**src/rtl/seq_match_ctrl.sv**
```systemverilog
// Memory-game round controller: pulls a sequence from the random generator,
// replays it to the display path, then checks timed player key entries.
module seq_match_ctrl #(
    parameter int unsigned MAX_LEN = 8,
    parameter int unsigned DW      = 4,
    parameter int unsigned TIMEOUT = 20,
    parameter int unsigned TW      = 8
) (
    input  logic                           Clk,
    input  logic                           Rst,
    input  logic                           Start,
    input  logic [3:0]                     SeqLen,
    output logic                           RngAllow,
    output logic                           RngAccess,
    input  logic [DW-1:0]                  RngData,
    input  logic                           KeyValid,
    input  logic [DW-1:0]                  KeyData,
    output logic                           ShowValid,
    output logic [DW-1:0]                  ShowData,
    output logic                           Busy,
    output logic                           Pass,
    output logic                           Fail,
    output logic                           TimedOut,
    output logic [$clog2(MAX_LEN+1)-1:0]   MatchCount
);

    localparam int unsigned IW = (MAX_LEN > 1) ? $clog2(MAX_LEN) : 1;
    localparam int unsigned LW = $clog2(MAX_LEN + 1);

    typedef enum logic [2:0] {
        IDLE,
        REQ,
        CAP,
        SHOW,
        WAIT_KEY,
        DONE
    } state_e;

    state_e          state_q, state_d;
    logic [IW-1:0]   idx_q, idx_d;
    logic [LW-1:0]   len_q, len_d;
    logic [TW-1:0]   timer_q, timer_d;
    logic [LW-1:0]   mc_q, mc_d;
    logic            pass_q, pass_d;
    logic            fail_q, fail_d;
    logic            to_q, to_d;
    logic            allow_q, allow_d;
    logic            access_q, access_d;
    logic            showv_q, showv_d;
    logic [DW-1:0]   showd_q, showd_d;
    logic            busy_q, busy_d;
    logic [DW-1:0]   seq_q [MAX_LEN];
    logic            at_last;

    assign at_last = (32'(idx_q) + 32'd1 == 32'(len_q));

    always_comb begin
        state_d  = state_q;
        idx_d    = idx_q;
        len_d    = len_q;
        timer_d  = timer_q;
        mc_d     = mc_q;
        pass_d   = pass_q;
        fail_d   = fail_q;
        to_d     = to_q;

        case (state_q)
            IDLE, DONE: begin
                if (Start) begin
                    if (SeqLen == '0)
                        len_d = LW'(1);
                    else if (32'(SeqLen) > MAX_LEN)
                        len_d = LW'(MAX_LEN);
                    else
                        len_d = LW'(SeqLen);
                    idx_d   = '0;
                    pass_d  = 1'b0;
                    fail_d  = 1'b0;
                    to_d    = 1'b0;
                    mc_d    = '0;
                    state_d = REQ;
                end
            end
            REQ: state_d = CAP;
            CAP: begin
                if (at_last) begin
                    idx_d   = '0;
                    state_d = SHOW;
                end else begin
                    idx_d   = idx_q + 1'b1;
                    state_d = REQ;
                end
            end
            SHOW: begin
                if (at_last) begin
                    idx_d   = '0;
                    timer_d = '0;
                    state_d = WAIT_KEY;
                end else begin
                    idx_d = idx_q + 1'b1;
                end
            end
            WAIT_KEY: begin
                // A key on the expiry cycle takes priority over the timeout.
                if (KeyValid) begin
                    if (KeyData == seq_q[idx_q]) begin
                        mc_d    = mc_q + 1'b1;
                        timer_d = '0;
                        if (at_last) begin
                            pass_d  = 1'b1;
                            state_d = DONE;
                        end else begin
                            idx_d = idx_q + 1'b1;
                        end
                    end else begin
                        fail_d  = 1'b1;
                        state_d = DONE;
                    end
                end else if (timer_q >= TW'(TIMEOUT - 1)) begin
                    fail_d  = 1'b1;
                    to_d    = 1'b1;
                    state_d = DONE;
                end else begin
                    timer_d = (timer_q == '1) ? timer_q : timer_q + 1'b1;
                end
            end
            default: state_d = IDLE;
        endcase

        // Outputs are registered from the next state so they align with it.
        allow_d  = (state_d == REQ) || (state_d == CAP);
        access_d = (state_d == REQ);
        busy_d   = (state_d == REQ) || (state_d == CAP) ||
                   (state_d == SHOW) || (state_d == WAIT_KEY);
        showv_d  = (state_d == SHOW);
        showd_d  = '0;
        if (showv_d) begin
            // Single-entry rounds replay the value being captured on this edge.
            if (state_q == CAP && idx_q == '0)
                showd_d = RngData;
            else
                showd_d = seq_q[idx_d];
        end
    end

    always_ff @(posedge Clk or posedge Rst) begin
        if (Rst) begin
            state_q  <= IDLE;
            idx_q    <= '0;
            len_q    <= '0;
            timer_q  <= '0;
            mc_q     <= '0;
            pass_q   <= 1'b0;
            fail_q   <= 1'b0;
            to_q     <= 1'b0;
            allow_q  <= 1'b0;
            access_q <= 1'b0;
            showv_q  <= 1'b0;
            showd_q  <= '0;
            busy_q   <= 1'b0;
        end else begin
            state_q  <= state_d;
            idx_q    <= idx_d;
            len_q    <= len_d;
            timer_q  <= timer_d;
            mc_q     <= mc_d;
            pass_q   <= pass_d;
            fail_q   <= fail_d;
            to_q     <= to_d;
            allow_q  <= allow_d;
            access_q <= access_d;
            showv_q  <= showv_d;
            showd_q  <= showd_d;
            busy_q   <= busy_d;
        end
    end

    always_ff @(posedge Clk) begin
        if (state_q == CAP)
            seq_q[idx_q] <= RngData;
    end

    assign RngAllow   = allow_q;
    assign RngAccess  = access_q;
    assign ShowValid  = showv_q;
    assign ShowData   = showd_q;
    assign Busy       = busy_q;
    assign Pass       = pass_q;
    assign Fail       = fail_q;
    assign TimedOut   = to_q;
    assign MatchCount = mc_q;

endmodule

```
**config.mk**
```make
export PLATFORM = sky130hd
export DESIGN_NAME = seq_match_ctrl
export DESIGN_NICKNAME = d
export VERILOG_FILES = /design/src/rtl/seq_match_ctrl.sv
export SDC_FILE = /design/constraint.sdc
export NUM_CORES = 1
export LEC_CHECK = 0
export CAP_MARGIN = 20
export CORE_ASPECT_RATIO = 0.7
export CORE_UTILIZATION = 58
export CTS_CLUSTER_DIAMETER = 200
export DETAILED_ROUTE_END_ITERATION = 6
export HOLD_SLACK_MARGIN = 0.03
export PLACE_DENSITY_LB_ADDON = 0.05
export SLEW_MARGIN = 20
export SYNTH_ARGS = -nofsm -noshare
export SYNTH_HDL_FRONTEND = slang
export SYNTH_SLANG_ARGS = --single-unit
```
**constraint.sdc**
```tcl
create_clock -name Clk -period 4.1 [get_ports Clk]
set_input_delay 0.615 -clock Clk [delete_from_list [all_inputs] [get_ports Clk]]
set_output_delay 0.615 -clock Clk [all_outputs]
set_load 0.005 [all_outputs]
```
==> run summary <==
status -> finished clean
Worst Path Required -> 4.34 ns
Crit Path Max Fanout -> 17
IO Port Bufs -> 30
Die X -> 95.1 µm
RR Endpoint -> ShowData[2]
clock latency on the worst-skew pair -> 0.35 ns
clock skew -> 0.00864 ns
# Max-Cap Violations -> 0
H-tree Lvls -> 3
CP startpoint kind -> flip-flop
Design Area, Final -> 4010 µm²
Tmin final -> 3.53 ns
vias in the first global route -> 2512
die area -> 6390 µm²
Avg WL per Cell -> 20.3 µm
Setup crit end kind -> flip-flop
internal reg-to-reg setup slack -> 0.57 ns
Met1 Wirelength -> 4200 µm
syn_area_per_cell -> 11.2 µm²
Slew @ Worst Pin -> 0.929 ns
Ys Warns -> 0
Final setup violation count -> 0
worst-case clock buffer depth -> 2
syn nets -> 334
I/O pins -> 31
P_int -> 1.70 mW
P_leak -> 1.56 nW
Comb power frac -> 0.503
Tcrit/Tclk final -> 0.860
reg-to-reg startpoint -> idx_q[2]
R2R depth -> 10
hold wc startpoint -> TimedOut
drc violations -> 0
post-synthesis sequential area ratio -> 0.508
Async SR Flop Fraction -> 0.508
DP Cell Count -> 404
via count -> 2681
Clock power frac -> 0.167
Initial Utilization -> 0.608
cts bufs inserted -> 9
initial antenna violation count -> 0
Layout Nets -> 361
Worst EP arrival -> 3.77 ns
sw frac -> 0.426
Reg clk slew, reported paths -> 0.08 ns
Root Buffer -> clkbuf_8
ant diodes -> 0
# clock sinks -> 65
Mapped Area -> 3520 µm²
gr ovfl total -> 0
Yosys cell types -> 62
relative slew slack -> 0.380
Seq pwr share -> 0.330
Core Region -> 5780 µm²
RSZ-0062 raised after global routing -> false
first-pass GRT wire length -> 13400 µm
largest net degree at the start of global routing -> 24
number of synthesized flops with an enable pin -> 32
GRT Total Usage -> 0.298
max-slew violation count -> 0
P_sw -> 1.27 mW
Hold Path Depth -> 1
DRT Wirelength -> 8520 µm
Final Hold Vio Count -> 0
Initial DRC Count -> 272
Top FF cell, synth -> dfrtp_1
top sig layer -> met4
Peak VDD IR -> 0.422 mV
WL met2 -> 3420 µm
DRT Pass-1 Iters -> 5
CTS Hold Bufs -> 0
final setup TNS -> 0 ns
cts repair resizes -> 0
Antenna Violating Nets Remaining -> 0
routed wl met3 -> 846 µm
Final GP Congestion -> 0.956
post-DP HPWL -> 6100 µm
Fmax -> 284 MHz
Hold EP -> TimedOut
layout cells sized above 1 -> 0.0957
CTS tree -> done
PD cells -> 741 nW/µm²
Mapped Cells -> 313
via/cell ratio -> 6.38
die height -> 67.2 µm
Synth Register Bits -> 65
Final Non-Filler Cells -> 420
row cnt -> 23
CP Class -> flip-flop to flip-flop
placed instance area -> 3830 µm²
Post-CTS Setup Bufs -> 0
min-delay worst type -> flip-flop to flip-flop
area grow syn2layout -> 13.9%
[metrics by stage]
step	utilization	total power, mW	hold slack (ns)	setup slack [ns]
6_report	0.693	2.97	0.481	0.574
5_1_grt	0.693	3.17	0.518	0.343
4_1_cts	0.693	2.95	0.485	0.655
3_5_place_dp	0.662	2.44	0.468	0.663
3_3_place_gp	0.662	2.41	0.464	0.715
2_1_floorplan	-	2.11	0.461	1.21
[state kept, by name (all words and copies together), names as in the netlist, 3 cells and up]
name        cells
seq_q          32
timer_q         8
MatchCount      4
ShowData        4
len_q           4
idx_q           3
state_q         3
[how the worst max path moves through the flow]
stage	start	to	slack [ns]
after detailed placement	Start	ShowData[3]	0.66
after global placement	idx_q[0]	ShowData[1]	0.71
final	idx_q[2]	ShowData[2]	0.57
after global routing	idx_q[1]	ShowData[3]	0.34
after floorplan	idx_q[0]	ShowData[0]	1.21
after CTS	idx_q[0]	ShowData[2]	0.65
[final cells by class]
cell class | instances | area [µm²]
clock inverter | 7 | 55.1
tap | 75 | 93.8
clock buffer | 9 | 124
multi-input combinational | 215 | 1560
sequential | 65 | 1790
timing repair buffer | 34 | 330
fill | 454 | 1780
inverter | 15 | 61.3
[critical path: stages, from the launching register on]
cell	delay (ns)
dfrtp_1	0.68
and2b_1	0.28
a22oi_1	0.27
and3_1	0.22
o22a_1	0.41
a31oi_1	0.22
nor3b_4	0.36
inv_1	0.20
a2111oi_0	0.46
o41ai_1	0.15
o211a_1	0.15
[layout by cell type (no fill, tap or decap), types with 2 or more instances in the layout]
cell type and count:
a21oi_1 11, and3_1 5, nor2b_1 5, inv_4 2, and2b_1 2, ha_1 5, nand3b_1 3, xor2_1 4
nand4_1 2, or2_2 2, o31a_1 16, nand2b_1 5, clkbuf_8 9, clkinv_4 2, nor3_1 4, mux2i_1 17
nor2_1 22, nor3b_1 2, o22a_1 3, inv_6 2, nand2_1 21, o41ai_1 4, o31ai_1 3, inv_1 13
a22oi_1 8, a2111oi_0 15, o211a_1 4, and2_1 4, clkdlybuf4s50_1 30, xnor2_1 3, dfrtp_1 33, buf_4 4
o21ai_0 9, nand3_1 5, a21boi_0 2, edfxtp_1 32, clkinvlp_4 2, a31oi_1 4
[power by group through the flow]
stage / Combinational, mW / Clock, mW / Sequential [mW]
final: 1.49 / 0.496 / 0.979
after global routing: 1.64 / 0.535 / 0.995
after CTS: 1.47 / 0.506 / 0.973
after detailed placement: 1.46 / 0 / 0.986
after global placement: 1.42 / 0 / 0.983
after floorplan: 1.20 / 0 / 0.908
[cell usage after synthesis, types with 4 or more instances]
master     number  area share
dfrtp_1        33        0.23
and2_1          4      0.0071
buf_6           4       0.013
o211a_1         4       0.011
a2111oi_0      15       0.037
nand2_1        21       0.022
clkbuf_1        5      0.0053
mux2i_1        17       0.048
o21ai_0         9       0.013
nor2b_1         5      0.0089
o41ai_1         4       0.010
inv_1          13       0.014
xor2_1          4       0.010
nor2_1         22       0.023
a22oi_1         8       0.017
edfxtp_1       32        0.27
nand2b_1        5      0.0089
nand3_1         5      0.0071
a31oi_1         4      0.0071
buf_2           6      0.0085
and3_1          5      0.0089
nor3_1          4      0.0057
o31a_1         16       0.040
ha_1            5       0.018
a21oi_1        11       0.016
[kinds of logic after synthesis]
kind of cell    after synthesis  synth area share
compound gates               92             0.205
xor+xnor                      8            0.0238
fa+ha+maj                     5            0.0178
buf+inv                      33            0.0494
flops                        65             0.508
mux                          18            0.0516
simple gates                 92             0.145
[routing by layer]
metal	up-vias	global-route usage
met4	0	0.0777
met2	115	0.393
li1	1255	-
met3	6	0.104
met1	1305	0.458
met5	-	0
(Power assumes the default switching activity.)
